`src/rtl/clock_ctrl.sv`:
```
// rtl/clock_ctrl.sv - hh:mm:ss timekeeping controller with button-driven set mode
//
// Sequences the time-of-day counters from the 1 Hz TIMER carry and lets the
// user set hour, minute and second with debounced button pulses.
//
// Ports:
//   clk        in   system clock, rising edge
//   rst        in   synchronous active-high reset
//   tick       in   one-cycle pulse per second from the TIMER
//   btn_mode   in   one-cycle pulse, advances RUN->SET_HOUR->SET_MIN->SET_SEC->RUN
//   btn_inc    in   one-cycle pulse, increments the selected field in set mode
//   hour       out  current hour 0..23
//   min        out  current minute 0..59
//   sec        out  current second 0..59
//   mode       out  0=RUN 1=SET_HOUR 2=SET_MIN 3=SET_SEC
//   blink      out  blink phase for the field being set
//   timer_rst  out  reset pulse to the TIMER
//   day_pulse  out  one-cycle pulse on 23:59:59 -> 00:00:00
module clock_ctrl #(
    parameter logic [4:0] INIT_HOUR   = 5'd0,
    parameter logic [5:0] INIT_MIN    = 6'd0,
    parameter logic [5:0] INIT_SEC    = 6'd0,
    parameter logic [7:0] BLINK_TICKS = 8'd1
) (
    input  logic       clk,
    input  logic       rst,
    input  logic       tick,
    input  logic       btn_mode,
    input  logic       btn_inc,
    output logic [4:0] hour,
    output logic [5:0] min,
    output logic [5:0] sec,
    output logic [1:0] mode,
    output logic       blink,
    output logic       timer_rst,
    output logic       day_pulse
);

    typedef enum logic [1:0] {
        RUN      = 2'd0,
        SET_HOUR = 2'd1,
        SET_MIN  = 2'd2,
        SET_SEC  = 2'd3
    } state_t;

    state_t     state;
    state_t     state_nxt;
    logic [7:0] blink_cnt;
    logic       rst_q;

    logic in_set;
    logic enter_set;
    logic exit_set;
    logic run_tick;
    logic do_inc;
    logic sec_wrap;
    logic min_wrap;
    logic hour_wrap;
    logic blink_due;

    // State register
    always_ff @(posedge clk) begin
        if (rst) begin
            state <= RUN;
        end else begin
            state <= state_nxt;
        end
    end

    // Next-state logic
    always_comb begin
        state_nxt = state;
        if (btn_mode) begin
            case (state)
                RUN:      state_nxt = SET_HOUR;
                SET_HOUR: state_nxt = SET_MIN;
                SET_MIN:  state_nxt = SET_SEC;
                default:  state_nxt = RUN;
            endcase
        end
    end

    // Decode of state and inputs feeding the registered datapath
    always_comb begin
        in_set    = (state != RUN);
        enter_set = (state == RUN) && btn_mode;
        exit_set  = (state == SET_SEC) && btn_mode;
        run_tick  = (state == RUN) && tick;
        // btn_mode takes priority over btn_inc in set states
        do_inc    = in_set && btn_inc && !btn_mode;
        sec_wrap  = (sec == 6'd59);
        min_wrap  = (min == 6'd59);
        hour_wrap = (hour == 5'd23);
        blink_due = (blink_cnt == BLINK_TICKS - 8'd1);
    end

    assign mode = state;

    // Remembers that reset was asserted on the previous edge so timer_rst
    // stretches one cycle past the release of rst.
    always_ff @(posedge clk) begin
        rst_q <= rst;
    end

    always_ff @(posedge clk) begin
        if (rst) begin
            hour      <= INIT_HOUR;
            min       <= INIT_MIN;
            sec       <= INIT_SEC;
            blink     <= 1'b0;
            blink_cnt <= 8'd0;
            day_pulse <= 1'b0;
            timer_rst <= 1'b1;
        end else begin
            day_pulse <= 1'b0;
            // Leaving set mode re-arms the TIMER so the next second is full length
            timer_rst <= rst_q | exit_set;

            if (run_tick) begin
                sec <= sec_wrap ? 6'd0 : sec + 6'd1;
                if (sec_wrap) begin
                    min <= min_wrap ? 6'd0 : min + 6'd1;
                    if (min_wrap) begin
                        hour <= hour_wrap ? 5'd0 : hour + 5'd1;
                    end
                end
                day_pulse <= sec_wrap && min_wrap && hour_wrap;
            end

            // Field increments wrap locally and never carry
            if (do_inc) begin
                case (state)
                    SET_HOUR: hour <= hour_wrap ? 5'd0 : hour + 5'd1;
                    SET_MIN:  min  <= min_wrap ? 6'd0 : min + 6'd1;
                    SET_SEC:  sec  <= sec_wrap ? 6'd0 : sec + 6'd1;
                    default:  ;
                endcase
            end

            if (enter_set) begin
                blink     <= 1'b1;
                blink_cnt <= 8'd0;
            end else if (exit_set || !in_set) begin
                blink     <= 1'b0;
                blink_cnt <= 8'd0;
            end else if (tick) begin
                if (blink_due) begin
                    blink     <= ~blink;
                    blink_cnt <= 8'd0;
                end else begin
                    blink_cnt <= blink_cnt + 8'd1;
                end
            end
        end
    end

endmodule

```
`config.mk`:
```
export PLATFORM = sky130hd
export DESIGN_NAME = clock_ctrl
export DESIGN_NICKNAME = d
export VERILOG_FILES = /design/src/rtl/clock_ctrl.sv
export SDC_FILE = /design/constraint.sdc
export NUM_CORES = 1
export LEC_CHECK = 0
export CAP_MARGIN = 40
export CORE_MARGIN = 2
export CORE_UTILIZATION = 30
export DETAILED_ROUTE_END_ITERATION = 10
export GPL_ROUTABILITY_DRIVEN = 0
export HOLD_SLACK_MARGIN = 0.06
export SYNTH_ARGS = -nofsm -noshare
export SYNTH_HDL_FRONTEND = slang
export SYNTH_SLANG_ARGS = --single-unit
```
`constraint.sdc`:
```
create_clock -name clk -period 3.8 [get_ports clk]
set_input_delay 0.76 -clock clk [delete_from_list [all_inputs] [get_ports clk]]
set_output_delay 0.76 -clock clk [all_outputs]
set_load 0.1 [all_outputs]
```
After elaboration in Yosys (flattened, before gate mapping). Cells that the tools add are included.

Output and inout port bits: 22. Logic and storage cells: 61. Input bits: 5. Register bits after elaboration: 31.

Bitwise gates (word level): 3. $add $sub $neg: 4. Reduce and logical (&&, ||, !) cells: 18. Equality and inequality tests: 6. Multiplexer cells: 21.

Operators by type and width (number): $mux W6 (9); $mux W5 (6); $add A6 B1 Y6 const B (2); $eq A6 B6 Y1 const B (2); $add A8 B1 Y8 const B (1); $logic_not A8 Y1 (1); $mux W8 (1); $logic_and A1 B1 Y1 (7); $pmux W2 S3 (1); $reduce_bool A3 Y1 (2); $add A5 B1 Y5 const B (1); $eq A5 B5 Y1 const B (1); $eq A2 B2 Y1 const B (2); $mux W1 (4); $reduce_or A3 Y1 (1); $eq A2 B1 Y1 const B (1); $logic_not A1 Y1 (2); $logic_not A2 Y1 (1); $not A1 Y1 (2); $reduce_and A2 Y1 (1); $reduce_bool A2 Y1 (1); $reduce_or A2 Y1 (1); $logic_or A1 B1 Y1 (1); $or A1 B1 Y1 (1).

Logic depth before layout (Yosys ltp).
Depth after elaboration: 7. Depth in mapped cells: 7. Gate-level depth less buffers: 6.

Worst setup path after synthesis. Ideal clock, no wire load.

Kind: reg2reg. Start: register state[0] (netlist: mode[0]). End: register hour[4]. Library setup time: 0.072 ns. Buffers on the path: 1. Cell stages (with the launch flop): 8. Data required time: 3.728 ns. Period minus slack after synthesis: 2.399 ns. Setup slack: 1.401 ns. Arrival time: 2.326 ns. Cell sequence: dfxtp_1 inv_1 ha_1 and3_1 and4bb_1 buf_4 o211ai_2 mux2i_1.

Word-level cells in the longest chain between the ends: 5. Elaborated cells between the ends (all ways): 9. Those cells by class: eq/ne (1); mux (3); reduce/logical (5).

RTL lines: start, declared (RTL line 46) `state_t state;`; start signal, assigned (RTL line 66) `state <= state_nxt;`; $logic_not A2 Y1 (RTL line 88) `run_tick = (state == RUN) && tick;`; $logic_and A1 B1 Y1 (RTL line 88); $mux W5 (RTL line 119) `if (run_tick) begin`; $mux W5 (RTL line 132) `case (state)`; $mux W5 (*) (RTL line 131) `if (do_inc) begin`; end signal, assigned (RTL line 124) `hour <= hour_wrap ? 5'd0 : hour + 5'd1;`; end signal, assigned (RTL line 133) `SET_HOUR: hour <= hour_wrap ? 5'd0 : hour + 5'd1;`; end, declared (RTL line 30) `output logic [4:0] hour,`.

Every way passes the cells marked *; elsewhere a longest branch is shown, timed or not. A chain may end at the register's enable or synchronous reset.

Worst setup path in the final report.
Start: input rst. End: register blink_cnt[6].

Word-level cells in the longest chain between the ends: 1.

RTL lines: start, declared (RTL line 26) `input logic rst,`; $reduce_or A3 Y1 (no line); end signal, assigned (RTL line 151) `blink_cnt <= blink_cnt + 8'd1;`; end, declared (RTL line 48) `logic [7:0] blink_cnt;`.

Every way passes these cells.

==> impl_metrics.tcl <==
set metrics [dict create \
    slew_violations 0 \
    worst_pin_slew_ns 0.722 \
    hold_viol 0 \
    ys_ff_latch 31 \
    clk_pin_slew_worst_paths_ns 0.07 \
    post-route-period-util 0.599 \
    vias 1376 \
    arrival_ns 2.50 \
    htree_num_levels 2 \
    cap_violations 0 \
    grt.overflow.total 0 \
    r2r_end "hour[4]" \
    place_ws_ns 1.21 \
    seqCellArea_um2 621 \
    cts_buffers 5 \
    switching_share 0.255 \
    multi_input_area_um2 885 \
    path_class "input port to register" \
    r2r_cells 6 \
    netlist_area_um2 1560 \
    avgSynthCellArea_um2 9.09 \
    skew_ns 0.00517 \
    min_to "timer_rst" \
    min_path_cells 1 \
    hold_start "rst_q" \
    clock_sinks 31 \
    clock_latency_ns 0.28 \
    synth_enable_flop_cells 0 \
    port_buffers 26 \
    ys_warn_count 0 \
    fillCellCount 509 \
    drc 0 \
    dieHeight_um 76.2 \
    firstDrtPassIters 4 \
    areaGrowthSynthToFinish_pct 50.0 \
    nets 235 \
    antenna_found_initial 0 \
    antenna_cells 0 \
    required_ns 4.02 \
    grtUsageTotal 0.128 \
    use_met3 0.0379 \
    fin_tns_setup_ns 0 \
    cts_setup_buffers 0 \
    endpoint_kind "register" \
    rows 26 \
    setup_viol 0 \
    gr-usage-met1 0.157 \
    ant_nets 0 \
    fp.coreArea_um2 5070 \
    start_util 0.308 \
    hp-class "register to register" \
    holdWs_ns 0.413 \
    seq_power_share 0.393 \
    synth_cell_type_count 47 \
    cts_buffer_depth 2 \
    critPathLaunchType "input port" \
    outcome "completed" \
    p_leak_nw 0.878 \
    switchingPower_mw 0.222 \
    drtIter0Drc 79 \
    synth_fp_nets 186 \
    r2r_setup_slack_ns 1.98 \
    viasPerCell 4.71 \
    cellPowerDensity_nw_per_um2 370 \
    timing.final.ws_setup_ns 1.52 \
    dp_hpwl_um 2440 \
    r2r-start "mode[1]" \
    drive_gt1_frac 0.158 \
    relSlewSlack 0.517 \
    async_flop_share 0 \
    max_freq_ghz 0.439 \
    die_w_um 76.2 \
    clkPwrFrac 0.448 \
    final_util 0.462 \
    grt.busiest_layer "met2" \
    grt_pass1_wl_um 6020 \
    comb_power_share 0.158 \
    fp.dieArea_um2 5810 \
    synthCells 172 \
    power.total_mw 0.869 \
    first_global_vias 1336 \
    crit_fanout 21 \
    fin_crit_ns 2.28 \
    gr-usage-met2 0.203 \
    cts-resized-gates 0 \
    pin_count 27 \
    routed_wl_um 3330 \
    grt_max_degree 22 \
    hold_buffers 0 \
    cts_tree "built" \
    power.internal_mw 0.647 \
    grt_setup_unrepaired "no" \
    synthFlopType "dfxtp_1" \
    ys_seq_area_frac 0.397 \
    root_buffer "clkbuf_8" \
    vdd_drop_max_mv 0.144 \
    wire_per_inst_um 11.4 \
]
-- kinds of logic after synthesis --
kind of cell,Yosys count,synth area share
adder cells (fa/ha/maj),9,0.0720
buffers and inverters,14,0.0376
multiplexers,4,0.0256
flip-flops,31,0.397
AO/OA/AOI/OAI,30,0.142
XOR/XNOR,13,0.0728
AND/OR/NAND/NOR,71,0.254
-- final cells by class --
| cell class | count | share of cell area |
|---|---|---|
| flip-flops and latches | 31 | 0.265 |
| repair buffers | 48 | 0.252 |
| well taps | 70 | 0.0373 |
| inverters | 8 | 0.0128 |
| clock buffers | 6 | 0.0309 |
| multi-input cells | 127 | 0.377 |
| clock inverters | 2 | 0.0256 |
-- flip-flops by register name (all words and copies together) (netlist names) --
register / cells
hour: 5
min: 6
mode: 2
timer_rst: 1
blink_cnt: 8
sec: 6
blink: 1
rst_q: 1
day_pulse: 1
-- cell usage after synthesis, types with 2 or more instances --
master | count | area (µm²)
inv_1 | 8 | 30.0
nand3b_1 | 2 | 15.0
mux2i_1 | 4 | 40.0
o311ai_1 | 2 | 17.5
nor3b_1 | 3 | 22.5
nor3_1 | 2 | 10.0
nand2_1 | 15 | 56.3
o21ai_0 | 6 | 30.0
o2111ai_1 | 3 | 26.3
and4b_1 | 2 | 20.0
and3_1 | 3 | 18.8
a21oi_1 | 6 | 30.0
o41ai_1 | 2 | 17.5
xor2_1 | 8 | 70.1
clkbuf_1 | 2 | 7.51
dfxtp_1 | 31 | 621
nor2_1 | 20 | 75.1
or3_1 | 3 | 18.8
nor4b_1 | 2 | 17.5
ha_1 | 9 | 113
nor4_1 | 2 | 12.5
xnor2_1 | 5 | 43.8
nand4_1 | 5 | 31.3
and2_1 | 3 | 18.8
nand3_1 | 2 | 10.0
-- worst max-delay path, stage by stage --
cell             delay, ns
clkdlybuf4s50_1       0.77
or3_1                 0.52
nand2b_1              0.28
nor2_1                0.15
-- per-stage QoR --
step	area [µm²]	std cells
after detailed placement	2210	284
after CTS	2350	292
after global placement	1880	262
after global routing	2350	292
final	2350	292
after floorplan	1560	172
-- cell usage in the layout, fill, tap and decap left out, types with 3 or more instances in the layout --
master / instances
dfxtp_1: 31
clkdlybuf4s50_1: 26
buf_8: 22
nor2_1: 20
nand2_1: 15
ha_1: 9
inv_1: 8
xor2_1: 8
o21ai_0: 6
a21oi_1: 6
nand4_1: 5
xnor2_1: 5
clkbuf_8: 5
mux2i_1: 4
and3_1: 3
and2_1: 3
or3_1: 3
o2111ai_1: 3
nor3b_1: 3
-- routing by layer --
layer	vias up	share of wire	wire length, µm
li1	723	-	-
met3	4	0.043	142
met1	624	0.50	1650
met4	0	0.017	58
met2	25	0.44	1480
met5	-	0	0
-- power groups by stage --
| stage | Combinational [mW] | Clock (mW) | Sequential (mW) |
|---|---|---|---|
| after detailed placement | 0.138 | 0 | 0.350 |
| after global placement | 0.114 | 0 | 0.350 |
| final | 0.138 | 0.390 | 0.342 |
| after floorplan | 0.0380 | 0 | 0.400 |
| after global routing | 0.145 | 0.411 | 0.344 |
| after CTS | 0.139 | 0.402 | 0.342 |
-- worst max path at each step --
| stage | end | depth (start not counted) | from |
|---|---|---|---|
| CTS | blink_cnt[1] | 4 | rst |
| global placement | blink_cnt[4] | 4 | rst |
| finish | blink_cnt[6] | 4 | rst |
| detailed placement | blink_cnt[1] | 4 | rst |
| floorplan | hour[4] | 7 | mode[0] |
| global route | hour[3] | 4 | rst |
(Power assumes the default switching activity.)
